`config.mk`:
```
export PLATFORM = sky130hd
export DESIGN_NAME = decode_4b16
export DESIGN_NICKNAME = d
export VERILOG_FILES = /design/src/rtl/decode_4b16_pkg.sv /design/src/rtl/decode_4b16_core.sv /design/src/rtl/decode_4b16.sv
export SDC_FILE = /design/constraint.sdc
export NUM_CORES = 1
export LEC_CHECK = 0
export BUFFER_PORTS_ARGS = -buffer_cell sky130_fd_sc_hd__buf_2
export CAP_MARGIN = 30
export CORE_AREA = 5 5 42 44
export CTS_CLUSTER_SIZE = 40
export DETAILED_ROUTE_END_ITERATION = 12
export DIE_AREA = 0 0 47 49
export PLACE_DENSITY = 0.61
export SETUP_SLACK_MARGIN = 0.2
export SLEW_MARGIN = 0
export SYNTH_ARGS = -nofsm -noshare
export SYNTH_HDL_FRONTEND = slang
export SYNTH_SLANG_ARGS = --single-unit
```
`constraint.sdc`:
```
create_clock -name CLK -period 1.9 [get_ports CLK]
set_input_delay 0.38 -clock CLK [delete_from_list [all_inputs] [get_ports CLK]]
set_output_delay 0.38 -clock CLK [all_outputs]
set_load 0.005 [all_outputs]
```
`src/rtl/decode_4b16_pkg.sv`:
```
// Shared constants, one-hot vector type and decode helper for decode_4b16.
package decode_4b16_pkg;

  localparam int DEC_SEL_W = 4;
  localparam int DEC_OUT_N = 16;

  typedef logic [DEC_OUT_N-1:0] dec_vec_t;

  localparam dec_vec_t DEC_NONE = '0;

  function automatic dec_vec_t dec_onehot(input logic [DEC_SEL_W-1:0] sel);
    dec_vec_t vec;
    vec = DEC_NONE;
    vec[sel] = 1'b1;
    return vec;
  endfunction

endpackage

```
`src/rtl/decode_4b16_core.sv`:
```
// Pure combinational decode of a 4-bit select plus enable into a one-hot vector.
module decode_4b16_core
  import decode_4b16_pkg::*;
(
  input  logic [DEC_SEL_W-1:0] sel,
  input  logic                 en,
  output dec_vec_t             vec
);

  always_comb begin
    vec = DEC_NONE;
    if (en) begin
      vec = dec_onehot(sel);
    end
  end

endmodule

```
`src/rtl/decode_4b16.sv`:
```
// Registered 4-to-16 one-hot decoder with enable; scalar strobes O0..O15.
// Optional registered Valid output enabled by defining DECODE_4B16_VALID_EN.
module decode_4b16
  import decode_4b16_pkg::*;
(
  input  logic                 CLK,
  input  logic                 Reset,
  input  logic [DEC_SEL_W-1:0] A,
  input  logic                 Enable,
  output logic                 O0,
  output logic                 O1,
  output logic                 O2,
  output logic                 O3,
  output logic                 O4,
  output logic                 O5,
  output logic                 O6,
  output logic                 O7,
  output logic                 O8,
  output logic                 O9,
  output logic                 O10,
  output logic                 O11,
  output logic                 O12,
  output logic                 O13,
  output logic                 O14,
  output logic                 O15
`ifdef DECODE_4B16_VALID_EN
  ,
  output logic                 Valid
`endif
);

  dec_vec_t next_vec;
  dec_vec_t out_q;

  decode_4b16_core u_core (
    .sel (A),
    .en  (Enable),
    .vec (next_vec)
  );

  // Outputs come only from this register, so no input-to-output combinational path.
  always_ff @(posedge CLK) begin
    if (Reset) begin
      out_q <= DEC_NONE;
    end else begin
      out_q <= next_vec;
    end
  end

`ifdef DECODE_4B16_VALID_EN
  logic valid_q;

  always_ff @(posedge CLK) begin
    if (Reset) begin
      valid_q <= 1'b0;
    end else begin
      valid_q <= |next_vec;
    end
  end

  assign Valid = valid_q;
`endif

  assign O0  = out_q[0];
  assign O1  = out_q[1];
  assign O2  = out_q[2];
  assign O3  = out_q[3];
  assign O4  = out_q[4];
  assign O5  = out_q[5];
  assign O6  = out_q[6];
  assign O7  = out_q[7];
  assign O8  = out_q[8];
  assign O9  = out_q[9];
  assign O10 = out_q[10];
  assign O11 = out_q[11];
  assign O12 = out_q[12];
  assign O13 = out_q[13];
  assign O14 = out_q[14];
  assign O15 = out_q[15];

endmodule

```
# == Word-level counts from Yosys, hierarchy flattened ==
# Cells that the tools add are included.
# W data, S select, Z words.
# classes
magnitude_cmp,2
mux,2
n_bitwise,1
n_reduce_logical,2
# op_table
op,count
$lt A4 B5 Y1 const B,1
$demux W1 S4,1
$ge A4 B1 Y1 const B,1
$reduce_or A2 Y1,1
$logic_and A1 B1 Y1,1
$mux W1,1
$not A1 Y1,1
# totals
ff_bits,16
out_inout_bits,16
elab_cells,8

# == Depth between registers and ports, before layout ==
# Gate-level depths: netlist of the first run.
# depth
word_depth,4
mapped_depth,2
ltp_nobuf,2

# == Modules after synthesis ==
# A second synthesis of the first run with hierarchy kept.
# unflattened
cells_unflattened,56
hier_area_um2,581.8
# by_module_without_submodules
mod,n_inst,cells_each,area_per_inst_um2,seq_area_each_um2
decode_4b16,1,33,464.2,320.3
decode_4b16_core,1,23,117.6,0.0

# == Worst setup path after synthesis of the first run ==
# OpenSTA, ideal clock, no wires.
# synth_timing
path_type,input to register
from,input A[2]
to,register out_q[0]
setup_time_ns,0.073
arrival_ns,1.016
setup_slack_ns,0.811
cell_stages,2
path_buffers,0
path_cell_list,or4b_4 -> nor3_2
# synth_between
elab_chain_cells,4
elab_cells_between_ends,5
classes_between,order compare (2); mux (2); reduce/logical (1)
# synth_rtl
element,line_no,rtl
from (decl),decode_4b16.sv:8,"input logic [DEC_SEL_W-1:0] A,"
$lt A4 B5 Y1 (not written as such) or $ge A4 B1 Y1 (tied branches),decode_4b16_pkg.sv:14,vec[sel] = 1'b1;
$logic_and A1 B1 Y1 (not written as such),decode_4b16_pkg.sv:14,
$mux W1 (not written as such),decode_4b16_pkg.sv:14,
$demux W1 S4 (*),--,
to (signal assigned),decode_4b16.sv:46,out_q <= next_vec;
to (decl),decode_4b16.sv:33,dec_vec_t out_q;
# Mark *: on every way between the ends. The rest lies on a longest branch, timed or not.
# A chain may end at the register's enable or synchronous reset.

# == Worst setup path after layout of the first run ==
# layout_timing
from,register out_q[8]
to,output O8
# layout_lines
element,line_no,rtl
to (decl),decode_4b16.sv:18,"output logic O8,"
# No word-level cell between the ends.

==> results of run 1 <==
-- cells by family after synthesis --
kind of cell / count (synthesis) / share of synthesized area
AND/OR/NAND/NOR: 23 / 0.291
flip-flops: 16 / 0.709
-- synthesized netlist by cell type --
cell,number,area [um^2]
nand2b_1,2,12.5
nand4bb_1,2,22.5
nand2_1,1,3.75
nor3_1,3,15.0
nor3_2,1,10.0
or4b_4,1,13.8
nor2_1,12,45.0
nand4b_1,1,8.76
dfxtp_1,16,320
-- final timing paths --
path	from	to	slack, ps	depth (start not counted)
worst max-delay path	out_q[8]	O8	820	1
worst min-delay path	A[0]	out_q[0]	340	2
-- power groups by stage --
stage / sequential (mW) / clock, mW / combinational [mW]
after global routing: 0.340 / 0.241 / 0.0306
after floorplan: 0.348 / 0 / 0.0106
final: 0.339 / 0.215 / 0.0282
after global placement: 0.347 / 0 / 0.0279
after detailed placement: 0.347 / 0 / 0.0284
after CTS: 0.339 / 0.221 / 0.0285
-- cells in the final DEF, fill, tap and decap left out --
cell type / count
dfxtp_1: 16
nor2_1: 12
nand2b_1: 2
nor3_1: 3
or4b_4: 1
nand2_1: 1
clkbuf_4: 3
buf_2: 22
nand4bb_1: 2
nor3_2: 1
clkbuf_8: 1
nand4b_1: 1
-- layer usage --
layer	up-vias	global-route usage	wire length (um)
li1	181	-	-
met2	16	0.136	436
met3	0	0.0406	106
met4	0	0.0553	0
met1	165	0.0899	346
met5	-	0	0
-- layout make-up --
class | count | share of cell area
Multi-Input combinational cell | 23 | 0.213
Tap cell | 16 | 0.0324
Clock buffer | 4 | 0.0587
Timing Repair Buffer | 22 | 0.178
Sequential cell | 16 | 0.518
==> metrics.md, run 1 <==
| Metric | Value |
|---|---|
| GRT Overall Usage | `0.0872` |
| First-pass GRT wire length | `1400 um` |
| Sequential cell area | `320 um^2` |
| Critical path fanouts, max | `1` |
| Unrepaired setup endpoints after global routing | `false` |
| Leakage | `0.298 nW` |
| Crit start category | `register` |
| Max-cap viol count | `0` |
| CTS tree | `yes` |
| Hold_ws | `339 ps` |
| Clock power share | `0.369` |
| Clock-pin slew on the worst setup and hold paths | `90 ps` |
| Layout cell share with drive strength beyond 1 | `0.431` |
| # IOs | `23` |
| Post-layout net count | `73` |
| Max reg flops | `16` |
| Area after DPL | `582 um^2` |
| Core area | `1400 um^2` |
| Vias per cell | `4.47` |
| Seq cells post-synth | `16` |
| Mean post-synth cell area | `11.6 um^2` |
| GP Congestion | `0.740` |
| Filler instances | `159` |
| # Post-CTS Setup Buffers | `0` |
| Setup WS pre-CTS | `654 ps` |
| Post-CTS Hold Fix Bufs | `0` |
| Period minus WS final | `1080 ps` |
| Horiz. Die Dim | `47 um` |
| Area delta synth->final | `36.8%` |
| Final Hold Vio Count | `0` |
| Pwr per Cell Area | `941 nW/um^2` |
| Min setup slack post-route | `817 ps` |
| Finished Cell Area | `618 um^2` |
| Sequential fraction of the synthesis area | `0.709` |
| Syn nets | `46` |
| Setup TNS | `0 ps` |
| Final wirelength | `889 um` |
| Non-Filler Instances | `81` |
| Synth Cell Area | `452 um^2` |
| Synth Instances | `39` |
| Outcome | `finished clean` |
| CP top delay family | `flip-flops` |
| Net Sw Frac | `0.197` |
| Slowest-stage cell, CP | `dfxtp_1` |
| Aggregate global routing overflow | `0` |
| Initial antenna violation count | `0` |
| Crit path capture type | `primary output` |
| Worst min path class | `input port to register` |
| Switch Pwr | `0.115 mW` |
| Total CTS buffers | `3` |
| Total Power | `0.582 mW` |
| Hpwl dp | `700 um` |
| Slew headroom | `0.852` |
| Post-route ant nets | `0` |
| Multi-input logic area | `131 um^2` |
| DR iter-0 viols | `3` |
| Combinational share of power | `0.048` |
| Vias in the first global route | `348` |
| Bufs and invs on worst path | `1` |
| Largest Register | `out_q` |
| Seq pwr share | `0.583` |
| PostCTS Resize Cnt | `0` |
| DR pass1 iterations | `4` |
| # setup viols final | `0` |
| Worst slew pin tran | `221 ps` |
| Port Buffers | `22` |
| # diodes | `0` |
| Post-route DRC violation count | `0` |
| Per-cell routed wire length | `11.0 um` |
| Crit path DAT | `700 ps` |
| Clk buf depth | `2` |
| Chain of cells forming the critical path | `buf_2` |
| Max stage delay on crit path | `310 ps` |
| Maximum VDD drop | `0.471 mV` |
| Final Cycle Share | `0.570` |
| Distinct cells, synth | `9` |
| Std-Cell Rows | `14` |
| Top Registers | `out_q (16)` |
| Die H | `49 um` |
| Finished Core Util | `0.441` |
| Full die area | `2300 um^2` |
| Slew Limit Fails | `0` |
| CTS root buf | `clkbuf_4` |
| CTS sink cnt | `16` |
| H-tree levels | `1` |
| Post-Place Cells | `77` |
| Cell Int Power | `0.467 mW` |
| Initial Util | `0.322` |
| Worst Path Required | `1520 ps` |
| Critical path class | `register to primary output` |
| Routed vias | `362` |
| Highest clock rate | `924 MHz` |
| Largest net degree at the start of global routing | `10` |
| Warnings, synthesis | `0` |
(Power assumes the default switching activity.)
==> inputs of run 2 (changes only) <==
--- a/config.mk
+++ b/config.mk
@@ -11,7 +11,7 @@
 export CTS_CLUSTER_SIZE = 40
 export DETAILED_ROUTE_END_ITERATION = 12
 export DIE_AREA = 0 0 47 49
-export PLACE_DENSITY = 0.61
+export PLACE_DENSITY = 0.63
 export SETUP_SLACK_MARGIN = 0.2
 export SLEW_MARGIN = 0
 export SYNTH_ARGS = -nofsm -noshare
==> constraint.sdc (replaced) <==
create_clock -name CLK -period 0.95 [get_ports CLK]
set_input_delay 0.19 -clock CLK [delete_from_list [all_inputs] [get_ports CLK]]
set_output_delay 0.19 -clock CLK [all_outputs]
set_load 0.005 [all_outputs]
==> run 2 against run 1 <==
Wire length rose by 2.4%; via count fell by 1.9%; non-clock buffer count rose by 1; largest cell class unchanged; highest routed layer unchanged.
==> metrics.md, run 2 (same netlist as run 1, synthesis figures left out) <==
| Metric | Value |
|---|---|
| Final wirelength | `910 um (+2.4%)` |
| Finished Core Util | `0.459 (+0.0179)` |
| Full die area | `2300 um^2 (unchanged)` |
| Commonest cells after routing, fill and taps aside | `buf_2 (20), dfxtp_1 (14), nor2_1 (11)` |
| Total Power | `1.17 mW (+100%)` |
| Highest clock rate | `1110 MHz` |
| Clock-pin slew on the worst setup and hold paths | `80 ps (about the same)` |
| Top Registers | `out_q (16)` |
| Combinational share of power | `0.057 (+0.009)` |
| Initial Util | `0.322 (unchanged)` |
| Bufs and invs on worst path | `1 (unchanged)` |
| Non-Filler Instances | `82 (+1.2%)` |
| Layout cell share with drive strength beyond 1 | `0.485 (+0.0541)` |
| Grt met1 use | `0.101 (+0.0112)` |
| Leakage | `0.308 nW (+3.5%)` |
| Setup WS pre-CTS | `-109 ps (-763 ps)` |
| Horiz. Die Dim | `47 um (unchanged)` |
| Hold_ws | `156 ps (-184 ps)` |
| Net Sw Frac | `0.194 (-0.00354)` |
| Slew Limit Fails | `0 (unchanged)` |
| Vias per cell | `4.33 (-3.1%)` |
| Max-cap viol count | `0 (unchanged)` |
| Chain of cells forming the critical path | `buf_2` |
| Area after DPL | `589 um^2 (+1.3%)` |
| Critical path class | `register to primary output` |
| Period minus WS final | `899 ps` |
| Global Route met3 Usage | `0.0221 (-0.0185)` |
| CTS root buf | `clkbuf_4` |
| Total CTS buffers | `3 (unchanged)` |
| Slew headroom | `0.840 (-0.0123)` |
| GRT Overall Usage | `0.0908 (+0.00355)` |
| CTS tree | `yes` |
| Min setup slack post-route | `50.6 ps (-767 ps)` |
| Post-Place Cells | `78 (+1.3%)` |
| Post-route DRC violation count | `0 (unchanged)` |
| Critical path fanouts, max | `1 (unchanged)` |
| Worst Path Required | `760 ps (-760 ps)` |
| Top Usage Layer GRT | `met2` |
| Post-route ant nets | `0 (unchanged)` |
| Clk buf depth | `2 (unchanged)` |
| CTS sink cnt | `16 (unchanged)` |
| DR pass1 iterations | `2 (-2)` |
| Core area | `1400 um^2 (unchanged)` |
| H-tree levels | `1 (unchanged)` |
| Initial antenna violation count | `0 (unchanged)` |
| Post-layout net count | `74 (+1.4%)` |
| Max stage delay on crit path | `320 ps (about the same)` |
| Hpwl dp | `704 um (+0.51%)` |
| Aggregate global routing overflow | `0 (unchanged)` |
| Setup TNS | `0 ps (unchanged)` |
| Pwr per Cell Area | `1820 nW/um^2 (+93%)` |
| Slowest-stage cell, CP | `dfxtp_2` |
| Routed vias | `355 (-1.9%)` |
| # diodes | `0 (unchanged)` |
| Crit path capture type | `primary output` |
| Max reg flops | `16 (unchanged)` |
| # setup viols final | `0 (unchanged)` |
| Filler instances | `149 (-6.3%)` |
| Largest Register | `out_q` |
| Per-cell routed wire length | `11.1 um (+1.1%)` |
| Vias in the first global route | `353 (+1.4%)` |
| Worst slew pin tran | `239 ps (+18.2 ps)` |
| Port Buffers | `22 (unchanged)` |
| DR iter-0 viols | `1 (-2)` |
| Maximum VDD drop | `0.669 mV (+42%)` |
| Commonest non-fill, non-tap cell in the layout | `buf_2` |
| Finished Cell Area | `643 um^2 (+4.0%)` |
| Grt met2 use | `0.147 (+0.0113)` |
| Clock power share | `0.363 (-0.006)` |
| Die H | `49 um (unchanged)` |
| # IOs | `23 (unchanged)` |
| Switch Pwr | `0.226 mW (+97%)` |
| Cell Int Power | `0.942 mW (+100%)` |
| Worst min path class | `input port to register` |
| Largest net degree at the start of global routing | `10 (unchanged)` |
| Crit start category | `register` |
| Unrepaired setup endpoints after global routing | `true` |
| GP Congestion | `0.716 (-3.3%)` |
| Final Hold Vio Count | `0 (unchanged)` |
| Final Cycle Share | `0.947` |
| Crit path DAT | `710 ps (about the same)` |
| CP top delay family | `flip-flops` |
| Seq pwr share | `0.581 (-0.002)` |
| Std-Cell Rows | `14 (unchanged)` |
| First-pass GRT wire length | `1500 um (+7.4%)` |
| # Post-CTS Setup Buffers | `0 (unchanged)` |
| Area delta synth->final | `42.4%` |
| Outcome | `finished clean` |
run 2: cell types whose count changed in the layout (fill, tap and decap cells not counted):
cell,previous run,this run
buf_2,22,20
buf_6,0,2
dfxtp_1,16,14
dfxtp_2,0,2
buf_4,0,1
nor2_1,12,11
nor2_2,0,1
run 2: cell type report:
class                   instances  area (um^2)  share of cell area
clock buffers                   4         36.3              0.0564
well taps                      16         20.0              0.0311
repair buffers                 23          130               0.202
flip-flops and latches         16          323               0.502
multi-input cells              23          134               0.208
run 2: worst paths after layout:
path,start,end,slack (ps),depth (start not counted)
max,out_q[1],O1,50,1
min,A[1],out_q[0],160,2
run 2: what timing repair did:
item,CTS,global route
pin swaps,2,2
cloned,0,0
resized for setup,3,2
endpoints found under the setup margin,18,18
hold buffers,0,0
run 2: power by group through the flow:
stage	clock network [mW]	logic [mW]	registers [mW]
2_1_floorplan	0	0.0211	0.695
3_3_place_gp	0	0.0600	0.694
3_5_place_dp	0	0.0607	0.694
4_1_cts	0.442	0.0661	0.678
5_1_grt	0.476	0.0731	0.679
6_report	0.424	0.0661	0.678
run 2: per-layer routing:
metal | part of all wire | vias to the layer above
met1 | 0.41 | 154
met2 | 0.49 | 14
met5 | 0 | -
met4 | 0 | 0
li1 | - | 187
met3 | 0.091 | 0
==> inputs of run 3 (changes only) <==
--- a/config.mk
+++ b/config.mk
@@ -7,11 +7,13 @@
 export LEC_CHECK = 0
 export BUFFER_PORTS_ARGS = -buffer_cell sky130_fd_sc_hd__buf_2
 export CAP_MARGIN = 30
-export CORE_AREA = 5 5 42 44
+export CELL_PAD_IN_SITES_DETAIL_PLACEMENT = 1
+export CELL_PAD_IN_SITES_GLOBAL_PLACEMENT = 1
+export CORE_MARGIN = 5
+export CORE_UTILIZATION = 27
 export CTS_CLUSTER_SIZE = 40
 export DETAILED_ROUTE_END_ITERATION = 12
-export DIE_AREA = 0 0 47 49
-export PLACE_DENSITY = 0.63
+export PLACE_DENSITY = 0.67
 export SETUP_SLACK_MARGIN = 0.2
 export SLEW_MARGIN = 0
 export SYNTH_ARGS = -nofsm -noshare
==> run 3 against run 2 <==
Wire length up 3.8%; maximum frequency down 0.12%; first-iteration DRC count up 100%; global-route usage down 1.4 points; critical endpoint is now O7; cell count down 1.2%; die area up 12%; count of clock-buffer cells in the layout unchanged; clock power up 2%; largest cell class unchanged; sequential power about the same.
==> metrics.md, run 3 (same netlist as run 1, synthesis figures left out) <==
| Metric | Value |
|---|---|
| Min setup slack post-route | `49.5 ps (-1.11 ps)` |
| Port Buffers | `22 (unchanged)` |
| GRT Overall Usage | `0.0772 (-0.0136)` |
| CTS sink cnt | `16 (unchanged)` |
| Final wirelength | `945 um (+3.8%)` |
| Critical path class | `register to primary output` |
| Global Route met3 Usage | `0.0349 (+0.0127)` |
| Cell Int Power | `0.940 mW (-0.20%)` |
| Combinational share of power | `0.054 (-0.003)` |
| Grt met1 use | `0.0946 (-0.00648)` |
| Std-Cell Rows | `14 (unchanged)` |
| Clk buf depth | `2 (unchanged)` |
| Chain of cells forming the critical path | `buf_2` |
| GP Congestion | `0.652 (-9.0%)` |
| Die H | `50.9 um (+3.9%)` |
| Unrepaired setup endpoints after global routing | `true` |
| Total CTS buffers | `3 (unchanged)` |
| DR iter-0 viols | `2 (+1)` |
| Core area | `1540 um^2 (+10%)` |
| Total Power | `1.17 mW (+0.46%)` |
| Crit start category | `register` |
| Crit path DAT | `710 ps (about the same)` |
| Post-layout net count | `73 (-1.4%)` |
| Net Sw Frac | `0.199 (+0.00533)` |
| Commonest cells after routing, fill and taps aside | `buf_2 (19), dfxtp_1 (13), nor2_1 (11)` |
| Largest net degree at the start of global routing | `10 (unchanged)` |
| Max-cap viol count | `0 (unchanged)` |
| First-pass GRT wire length | `1470 um (-2.3%)` |
| Routed vias | `351 (-1.1%)` |
| Outcome | `finished clean` |
| Slowest-stage cell, CP | `dfxtp_2` |
| H-tree levels | `1 (unchanged)` |
| Post-route ant nets | `0 (unchanged)` |
| Pwr per Cell Area | `1820 nW/um^2 (+0.46%)` |
| Critical path fanouts, max | `1 (unchanged)` |
| Aggregate global routing overflow | `0 (unchanged)` |
| Setup WS pre-CTS | `-101 ps (+8.17 ps)` |
| Setup TNS | `0 ps (unchanged)` |
| Full die area | `2590 um^2 (+12%)` |
| Worst Path Required | `760 ps (about the same)` |
| Layout cell share with drive strength beyond 1 | `0.492 (+0.00746)` |
| Top Usage Layer GRT | `met2` |
| Initial antenna violation count | `0 (unchanged)` |
| # diodes | `0 (unchanged)` |
| Worst slew pin tran | `242 ps (+3.54 ps)` |
| Clock-pin slew on the worst setup and hold paths | `90 ps (about the same)` |
| CTS tree | `yes` |
| Horiz. Die Dim | `50.9 um (+8.3%)` |
| Worst min path class | `input port to register` |
| Leakage | `0.304 nW (-1.3%)` |
| Maximum VDD drop | `0.760 mV (+14%)` |
| Highest clock rate | `1110 MHz (-0.12%)` |
| Switch Pwr | `0.234 mW (+3.2%)` |
| Max reg flops | `16 (unchanged)` |
| Bufs and invs on worst path | `1 (unchanged)` |
| Crit path capture type | `primary output` |
| Hold_ws | `161 ps (+5.61 ps)` |
| Post-route DRC violation count | `0 (unchanged)` |
| Filler instances | `185 (+24%)` |
| Per-cell routed wire length | `11.7 um (+5.1%)` |
| Vias per cell | `4.33 (about the same)` |
| Top Registers | `out_q (16)` |
| Max stage delay on crit path | `320 ps (about the same)` |
| Grt met2 use | `0.107 (-0.0396)` |
| # IOs | `23 (unchanged)` |
| Seq pwr share | `0.578 (-0.003)` |
| CTS root buf | `clkbuf_4` |
| Initial Util | `0.293 (-0.0293)` |
| Vias in the first global route | `361 (+2.3%)` |
| Final Hold Vio Count | `0 (unchanged)` |
| Commonest non-fill, non-tap cell in the layout | `buf_2` |
| Slew Limit Fails | `0 (unchanged)` |
| Area delta synth->final | `42.4% (unchanged)` |
| # setup viols final | `0 (unchanged)` |
| DR pass1 iterations | `2 (unchanged)` |
| CP top delay family | `flip-flops` |
| Hpwl dp | `696 um (-1.1%)` |
| Final Cycle Share | `0.948 (+0.00117)` |
| Largest Register | `out_q` |
| Clock power share | `0.368 (+0.005)` |
| Period minus WS final | `900 ps (+1.11 ps)` |
| Slew headroom | `0.837 (-0.00237)` |
==> run 3: cell count changes in the layout (fill, tap and decap cells not counted) <==
cell / change
buf_2: -1
dfxtp_1: -1
dfxtp_2: +1
buf_6: +1
buf_4: -1
==> run 3: final timing paths <==
path | depth (start not counted) | startpoint | end | slack, ps
worst max-delay path | 1 | out_q[7] | O7 | 50
worst min-delay path | 2 | A[0] | out_q[0] | 160
==> run 3: area by class of cell <==
| cell class | instances | area, um^2 | area share |
|---|---|---|---|
| Tap cell | 16 | 20.0 | 0.0311 |
| Timing Repair Buffer | 22 | 129 | 0.200 |
| Clock buffer | 4 | 36.3 | 0.0564 |
| Sequential cell | 16 | 324 | 0.504 |
| Multi-Input combinational cell | 23 | 134 | 0.208 |
==> run 3: routing by layer <==
layer  share of wire  up-vias
li1                -      184
met5               0        -
met3           0.091        0
met2            0.49       13
met4               0        0
met1            0.42      154
==> run 3: per-stage QoR <==
stage	utilization	cell area, um^2	std cells
6_report	0.417	643	81
5_1_grt	0.417	643	81
4_1_cts	0.401	618	81
3_5_place_dp	0.377	582	77
3_3_place_gp	0.377	582	77
2_1_floorplan	-	452	39
==> run 3: power by group through the flow <==
stage	combinational [mW]	clock, mW	sequential, mW
finish	0.0636	0.431	0.678
global route	0.0691	0.475	0.679
CTS	0.0579	0.448	0.678
detailed placement	0.0580	0	0.694
global placement	0.0571	0	0.694
floorplan	0.0211	0	0.695
==> run 3: repair_timing <==
action | in CTS | in global routing
hold buffers | 0 | 0
setup endpoints to repair | 17 | 20
cloned | 0 | 0
resized for setup | 0 | 8
setup buffers | 0 | 0
pin swaps | 1 | 1
